===== src/rtl/sys1_io_hub_if.sv =====
`default_nettype none
// ============================================================================
//  Module  : sys1_io_hub_if
//  Brief   : Z80 I/O bus and sound-command handshake bundle for sys1_io_hub.
//            master = CPU / sound side, slave = the I/O hub.
//  Rev     : 1.0  initial release
// ============================================================================
interface sys1_io_hub_if;
  // CPU bus cycle
  logic       IORQ;
  logic       RD;
  logic       WR;
  logic       M1;
  logic [4:0] AD;
  logic [7:0] DI;
  // Registered read return
  logic       IOCS;
  logic [7:0] IODO;
  // Sound-command queue handshake
  logic [7:0] SNDDT;
  logic       SNDVLD;
  logic       SNDACK;

  modport master (
    output IORQ, RD, WR, M1, AD, DI, SNDACK,
    input  IOCS, IODO, SNDDT, SNDVLD
  );

  modport slave (
    input  IORQ, RD, WR, M1, AD, DI, SNDACK,
    output IOCS, IODO, SNDDT, SNDVLD
  );
endinterface
`default_nettype wire


===== src/rtl/sys1_io_hub.sv =====
`default_nettype none
// ============================================================================
//  Module  : sys1_io_hub
//  Brief   : Main-CPU I/O unit: input/DIP port reads, video-mode latch,
//            sound-command FIFO with handshake, VBLANK interrupt, status port.
//  Rev     : 1.0  initial release
// ============================================================================
module sys1_io_hub #(
  parameter int         NUM_INP    = 3,
  parameter int         SNDQ_DEPTH = 4,
  parameter logic [4:0] VID_PORT   = 5'h19,
  parameter logic [4:0] SND_PORT   = 5'h18,
  parameter logic [4:0] STAT_PORT  = 5'h1A
) (
  input  logic                 CLK48M,
  input  logic                 RESET,
  sys1_io_hub_if.slave         bus,
  input  logic [NUM_INP*8-1:0] INP,
  input  logic [7:0]           DSW0,
  input  logic [7:0]           DSW1,
  input  logic                 VBLK,
  output logic [7:0]           VIDMODE,
  output logic                 INTRQ,
  output logic                 SNDOVF
);

  localparam int c_ptr_w = $clog2(SNDQ_DEPTH);
  localparam int c_cnt_w = c_ptr_w + 1;
  localparam logic [c_ptr_w-1:0] c_ptr_one = 1;
  localparam logic [c_cnt_w-1:0] c_cnt_one = 1;
  localparam logic [c_cnt_w-1:0] c_depth   = SNDQ_DEPTH[c_cnt_w-1:0];

  // Registered state
  logic               rd_lvl_q, wr_lvl_q, ack_lvl_q, vblk_q;
  logic               iocs_q, intrq_q, ovf_q;
  logic [7:0]         iodo_q, vid_q;
  logic [c_ptr_w-1:0] wr_ptr_q, rd_ptr_q;
  logic [c_cnt_w-1:0] count_q;
  logic [7:0]         mem_q [SNDQ_DEPTH];

  // Next-state values
  logic               rd_lvl_d, wr_lvl_d, ack_lvl_d, vblk_d;
  logic               iocs_d, intrq_d, ovf_d;
  logic [7:0]         iodo_d, vid_d;
  logic [c_ptr_w-1:0] wr_ptr_d, rd_ptr_d;
  logic [c_cnt_w-1:0] count_d;
  logic [7:0]         mem_d [SNDQ_DEPTH];

  // Combinational helpers
  logic       w_rd_pulse, w_wr_pulse, w_ack_pulse, w_vblk_rise;
  logic       w_push_req, w_push, w_pop, w_full;
  logic       w_sel_ok;
  logic [7:0] w_sel_dat;
  logic [7:0] w_inp [4];

  // Input ports as a fixed 4-entry table; slots beyond NUM_INP are never selected
  for (genvar k = 0; k < 4; k++) begin : g_inp
    if (k < NUM_INP) begin : g_map
      assign w_inp[k] = INP[8*k +: 8];
    end else begin : g_unmap
      assign w_inp[k] = 8'hFF;
    end
  end

  // Bus decode, edge detection, FIFO and interrupt next-state logic
  always_comb begin
    rd_lvl_d  = bus.IORQ & bus.RD & ~bus.M1;
    wr_lvl_d  = bus.IORQ & bus.WR & ~bus.M1;
    ack_lvl_d = bus.IORQ & bus.M1;
    vblk_d    = VBLK;

    w_rd_pulse  = rd_lvl_d  & ~rd_lvl_q;
    w_wr_pulse  = wr_lvl_d  & ~wr_lvl_q;
    w_ack_pulse = ack_lvl_d & ~ack_lvl_q;
    w_vblk_rise = VBLK & ~vblk_q;

    // Read mux: input ports take precedence over the DIP group when NUM_INP=4
    w_sel_ok  = 1'b1;
    w_sel_dat = 8'hFF;
    if (32'(bus.AD[4:2]) < NUM_INP) begin
      w_sel_dat = w_inp[bus.AD[3:2]];
    end else if (bus.AD[4:2] == 3'd3) begin
      w_sel_dat = bus.AD[0] ? DSW1 : DSW0;
    end else if (bus.AD == 5'h10) begin
      w_sel_dat = DSW1;
    end else if (bus.AD == STAT_PORT) begin
      w_sel_dat = {ovf_q, intrq_q, VBLK, 5'(count_q)};
    end else begin
      w_sel_ok  = 1'b0;
    end
    iocs_d = rd_lvl_d & w_sel_ok;
    iodo_d = (rd_lvl_d & w_sel_ok) ? w_sel_dat : 8'hFF;

    vid_d = vid_q;
    if (w_wr_pulse && bus.AD == VID_PORT) vid_d = bus.DI;

    // A pop in the same clock frees the slot, so a push into a full queue
    // is only rejected when no pop accompanies it
    w_full     = (count_q == c_depth);
    w_pop      = bus.SNDACK & (count_q != '0);
    w_push_req = w_wr_pulse & (bus.AD == SND_PORT);
    w_push     = w_push_req & (~w_full | w_pop);

    mem_d = mem_q;
    if (w_push) mem_d[wr_ptr_q] = bus.DI;
    wr_ptr_d = w_push ? wr_ptr_q + c_ptr_one : wr_ptr_q;
    rd_ptr_d = w_pop  ? rd_ptr_q + c_ptr_one : rd_ptr_q;
    case ({w_push, w_pop})
      2'b10:   count_d = count_q + c_cnt_one;
      2'b01:   count_d = count_q - c_cnt_one;
      default: count_d = count_q;
    endcase

    // Status read clears the sticky flag once per bus cycle; a fresh overflow wins
    ovf_d = ovf_q;
    if (w_rd_pulse && bus.AD == STAT_PORT) ovf_d = 1'b0;
    if (w_push_req && !w_push)             ovf_d = 1'b1;

    // Interrupt: a VBLANK edge in the same clock as an acknowledge keeps it set
    intrq_d = intrq_q;
    if (w_ack_pulse) intrq_d = 1'b0;
    if (w_vblk_rise) intrq_d = 1'b1;
  end

  // State registers with synchronous reset
  always_ff @(posedge CLK48M) begin
    if (RESET) begin
      rd_lvl_q  <= 1'b0;
      wr_lvl_q  <= 1'b0;
      ack_lvl_q <= 1'b0;
      vblk_q    <= 1'b0;
      iocs_q    <= 1'b0;
      iodo_q    <= 8'hFF;
      vid_q     <= 8'h00;
      intrq_q   <= 1'b0;
      ovf_q     <= 1'b0;
      wr_ptr_q  <= '0;
      rd_ptr_q  <= '0;
      count_q   <= '0;
      for (int i = 0; i < SNDQ_DEPTH; i++) mem_q[i] <= 8'h00;
    end else begin
      rd_lvl_q  <= rd_lvl_d;
      wr_lvl_q  <= wr_lvl_d;
      ack_lvl_q <= ack_lvl_d;
      vblk_q    <= vblk_d;
      iocs_q    <= iocs_d;
      iodo_q    <= iodo_d;
      vid_q     <= vid_d;
      intrq_q   <= intrq_d;
      ovf_q     <= ovf_d;
      wr_ptr_q  <= wr_ptr_d;
      rd_ptr_q  <= rd_ptr_d;
      count_q   <= count_d;
      mem_q     <= mem_d;
    end
  end

  assign bus.IOCS   = iocs_q;
  assign bus.IODO   = iodo_q;
  assign bus.SNDDT  = mem_q[rd_ptr_q];
  assign bus.SNDVLD = (count_q != '0);
  assign VIDMODE    = vid_q;
  assign INTRQ      = intrq_q;
  assign SNDOVF     = ovf_q;

endmodule
`default_nettype wire


===== src/flat_wrapper.sv =====
// flat-port wrapper written by rule: the top's interface ports become plain ports
module sys1_io_hub_flat 
#(
  parameter int         NUM_INP    = 3,
  parameter int         SNDQ_DEPTH = 4,
  parameter logic [4:0] VID_PORT   = 5'h19,
  parameter logic [4:0] SND_PORT   = 5'h18,
  parameter logic [4:0] STAT_PORT  = 5'h1A
)
  (CLK48M, RESET, INP, DSW0, DSW1, VBLK, VIDMODE, INTRQ, SNDOVF, bus_IORQ, bus_RD, bus_WR, bus_M1, bus_AD, bus_DI, bus_SNDACK, bus_IOCS, bus_IODO, bus_SNDDT, bus_SNDVLD);
  sys1_io_hub_if bus_i ();
  input  logic CLK48M;
  input  logic RESET;
  input  logic [NUM_INP*8-1:0] INP;
  input  logic [7:0] DSW0;
  input  logic [7:0] DSW1;
  input  logic VBLK;
  output logic [7:0] VIDMODE;
  output logic INTRQ;
  output logic SNDOVF;
  input wire logic [$bits(bus_i.IORQ)-1:0] bus_IORQ;
  input wire logic [$bits(bus_i.RD)-1:0] bus_RD;
  input wire logic [$bits(bus_i.WR)-1:0] bus_WR;
  input wire logic [$bits(bus_i.M1)-1:0] bus_M1;
  input wire logic [$bits(bus_i.AD)-1:0] bus_AD;
  input wire logic [$bits(bus_i.DI)-1:0] bus_DI;
  input wire logic [$bits(bus_i.SNDACK)-1:0] bus_SNDACK;
  output wire logic [$bits(bus_i.IOCS)-1:0] bus_IOCS;
  output wire logic [$bits(bus_i.IODO)-1:0] bus_IODO;
  output wire logic [$bits(bus_i.SNDDT)-1:0] bus_SNDDT;
  output wire logic [$bits(bus_i.SNDVLD)-1:0] bus_SNDVLD;
  assign bus_i.IORQ = bus_IORQ;
  assign bus_i.RD = bus_RD;
  assign bus_i.WR = bus_WR;
  assign bus_i.M1 = bus_M1;
  assign bus_i.AD = bus_AD;
  assign bus_i.DI = bus_DI;
  assign bus_i.SNDACK = bus_SNDACK;
  assign bus_IOCS = bus_i.IOCS;
  assign bus_IODO = bus_i.IODO;
  assign bus_SNDDT = bus_i.SNDDT;
  assign bus_SNDVLD = bus_i.SNDVLD;
  sys1_io_hub #(.NUM_INP(NUM_INP), .SNDQ_DEPTH(SNDQ_DEPTH), .VID_PORT(VID_PORT), .SND_PORT(SND_PORT), .STAT_PORT(STAT_PORT)) u_core (.CLK48M(CLK48M), .RESET(RESET), .bus(bus_i), .INP(INP), .DSW0(DSW0), .DSW1(DSW1), .VBLK(VBLK), .VIDMODE(VIDMODE), .INTRQ(INTRQ), .SNDOVF(SNDOVF));
endmodule

===== config.mk =====
export PLATFORM = sky130hd
export DESIGN_NAME = sys1_io_hub_flat
export DESIGN_NICKNAME = d
export VERILOG_FILES = /design/src/rtl/sys1_io_hub_if.sv /design/src/rtl/sys1_io_hub.sv /design/src/flat_wrapper.sv
export SDC_FILE = /design/constraint.sdc
export NUM_CORES = 1
export LEC_CHECK = 0
export BUFFER_PORTS_ARGS = -buffer_cell sky130_fd_sc_hd__buf_2
export CORE_MARGIN = 3
export CORE_UTILIZATION = 30
export CTS_BUF_LIST = sky130_fd_sc_hd__clkbuf_4 sky130_fd_sc_hd__clkbuf_8 sky130_fd_sc_hd__clkbuf_16
export CTS_CLUSTER_DIAMETER = 150
export DETAILED_ROUTE_END_ITERATION = 7
export GPL_TIMING_DRIVEN = 0
export PLACE_DENSITY = 0.52
export SYNTH_ARGS = -nofsm -noshare
export SYNTH_HDL_FRONTEND = slang
export SYNTH_SLANG_ARGS = --single-unit

===== constraint.sdc =====
create_clock -name CLK48M -period 3.35 [get_ports CLK48M]
set_input_delay 0.335 -clock CLK48M [delete_from_list [all_inputs] [get_ports CLK48M]]
set_output_delay 0.335 -clock CLK48M [all_outputs]
set_load 0.05 [all_outputs]

==> key figures <==
Detailed routing
  • Wire per inst: 15.4 microns
  • DR vias: 2,786
  • Detailed Route WL: 8730 microns
  • DRT iter0 DRCs: 146
  • DRC: 0
  • Vias/cell: 4.92
  • Routed Antenna Nets: 0
  • DRT Pass-1 Iters: 4

Timing
  • Setup TNS: 0 ns
  • Slew Viols, Final: 0
  • Maximum clock rate: 348 MHz
  • Worst-Margin Slew: 0.865 ns
  • Setup Skew: 0.0190 ns
  • RSZ-0062 raised after global routing: false
  • Fin crit period: 2.87 ns
  • Final Hold Viols: 0
  • Slew margin rel.: 0.419
  • Final setup vio count: 0
  • Post-route clock period utilization: 0.858

Synthesis
  • FF+latch count, synth: 62
  • Count of cell types in the netlist: 36
  • Synth top area share: 0.409
  • Mean Syn Cell Area: 9.17 sq um
  • Fraction of registers with async set/reset: 0
  • Part of the Yosys area used for sequential elements: 0.409
  • Cell Area, Synth: 3040 sq um
  • Syn Inst Count: 331
  • Synth area leader: dfxtp_1
  • Synth Flop Type: dfxtp_1
  • Syn Nets: 398
  • Top post-synthesis cells by area: dfxtp_1 41%, mux2i_1 8.2%, a21oi_1 7.6%
  • Ys Warns: 0
  • EDFF count, synth: 0

Worst hold path
  • Worst hold path type: primary input to flop
  • Worst Hold Launch: VBLK
  • WHS Path Cells: 2

Setup path
  • Worst path slowest cell: nor4b_2
  • Critical Path Most Common Cell: inv_1
  • R2R cell count: 10
  • Crit Path Category: flop to flop
  • WP buf/inv: 3
  • Critical Path Source: u_core.count_q[0]
  • Crit end category: flop
  • RR Startpoint: u_core.count_q[0]
  • Crit Path Max Fanout: 10
  • CP top delay family: simple AND/OR/NAND/NOR gates
  • Worst EP required: 3.61 ns
  • Critical-path cell list: nor4b_2, nor4_4, buf_2, inv_1, ha_1, inv_1, fa_1, xor2_1, or3_1, a21oi_1
  • Cell depth of the worst setup path: 10
  • Startpoint Class: flop
  • Arrival time at the worst endpoint: 3.14 ns
  • Critical Path Max Stage Delay: 0.72 ns

Power
  • Switching Share: 0.254
  • Static Leak: 1.51 nW
  • Pwr Density: 426 nW/um^2
  • Switching pwr: 0.000418 W
  • Power share of the sequential group: 0.451
  • Total Power: 0.00165 W
  • P_int: 0.00123 W
  • Peak VDD IR: 0.162 mV
  • Power share of the combinational group: 0.086
  • Clock share of power: 0.463

Placement
  • # placed instances: 550
  • DP HPWL: 6210 microns
  • Global placer's final weighted congestion: 0.796
  • Port-buffer cells: 86

Floorplan
  • Initial core utilization: 0.309
  • Floorplan row count: 36
  • Die W: 107 microns
  • Area of the core: 9820 sq um
  • Die Span Y: 107 microns
  • DIE AREA: 11,400 sq um
  • Ports: 89

Global routing
  • Initial antenna violation count: 0
  • Aggregate global routing overflow: 0
  • GRT Total Usage: 0.158
  • Global-route wire length before repair: 14,100 microns
  • Largest net degree at the start of global routing: 14
  • Vias in the first global route: 2,786

CTS
  • Hold_buf cts: 0
  • Clk Latency, worst-skew pair: 0.35 ns
  • CTS Buf Count: 9
  • PostCTS Resize Cnt: 0
  • Clock slew at reported path FFs: 0.08 ns
  • Maximum clock path buffer count: 2
  • Post-CTS setup buffer count: 0
  • CTS root buf: clkbuf_8
  • CTS Sinks: 62
  • CTS tree: done
  • Htree depth: 3

Layout
  • Share of cells above drive strength 1: 0.291
  • Most common cell after layout, fill and taps aside: buf_2
  • Most frequent cells in the layout: 88 x buf_2, 62 x dfxtp_1, 46 x a21oi_1
  • Area grow syn2layout: 27.2%
  • Ant diodes: 0
  • Post-Layout Cell Count: 566
  • Post-layout util: 0.393
  • Fin nets: 495

Flow run
  • Max-Cap Viols: 0

Run status
  • Outcome: completed
worst reg2reg max path, cell delays in order (launching register included):
cell     delay [ns]
dfxtp_1        0.37
nor4b_2        0.72
nor4_4         0.18
buf_2          0.25
inv_1          0.08
ha_1           0.17
inv_1          0.06
fa_1           0.37
xor2_1         0.15
or3_1          0.31
a21oi_1        0.14
cells by family after synthesis:
family	synth area share
XOR/XNOR	0.0173
AO/OA/AOI/OAI	0.140
buffers and inverters	0.0453
flip-flops	0.409
AND/OR/NAND/NOR	0.190
multiplexers	0.171
adder cells (fa/ha/maj)	0.0272
per-stage QoR:
step	instance area (sq um)	setup WS [ns]	hold slack [ns]
floorplan	3040	0.655	0.429
finish	3860	0.476	0.248
detailed placement	3630	0.273	0.442
global route	3860	0.347	0.279
global placement	3630	0.318	0.435
CTS	3860	0.446	0.242
final timing paths:
kind / end / slack, ns
hold / removal: u_core.vblk_q / 0.25
hold reg to reg: u_core.mem_q[11] / 0.45
setup reg to reg: u_core.count_q[2] / 0.48
setup / recovery: u_core.count_q[2] / 0.48
power groups by stage:
stage / sequential (W) / clock [W] / combinational, W
floorplan: 0.000768 / 0 / 0.0000671
global placement: 0.000760 / 0 / 0.000140
detailed placement: 0.000760 / 0 / 0.000142
CTS: 0.000743 / 0.000779 / 0.000142
global route: 0.000744 / 0.000816 / 0.000156
finish: 0.000743 / 0.000762 / 0.000142
synth_stat cells, types with 2 or more instances:
cell / number
nor4_4: 2
mux4_2: 8
or3_1: 3
ha_1: 5
nand3_1: 24
nand2b_1: 4
or4_1: 4
a21oi_1: 46
nand2_1: 27
clkbuf_1: 21
buf_2: 2
mux2_2: 8
inv_1: 6
mux2i_1: 25
dfxtp_1: 62
nand3b_1: 6
a211oi_1: 6
o21a_1: 6
o221ai_1: 8
nor2b_1: 2
xnor2_1: 2
nor2_1: 35
o21ai_0: 2
xor2_1: 4
buf_1: 2
state kept, by name, indices dropped and copies added, names as in the netlist, 2 cells and up:
name / flops
u_core.bus.IODO: 8
u_core.VIDMODE: 8
u_core.count_q: 3
u_core.rd_ptr_q: 2
u_core.wr_ptr_q: 2
u_core.mem_q: 32
area by class of cell:
type	count	area, sq um
fill	1049	5960
multi-input combinational	236	1660
sequential	62	1240
timing repair buffer	86	430
tap	133	166
clock buffer	9	124
buffer	27	115
clock inverter	7	104
inverter	6	22.5
routing by layer:
layer  up-vias  track usage  routed length, microns
li1       1373            -                       -
met1      1339        0.198                    3870
met2        65        0.269                    4330
met3         9       0.0307                     397
met4         0       0.0575                     133
met5         -            0                       0
No activity file was read; power rests on OpenSTA's default activity.
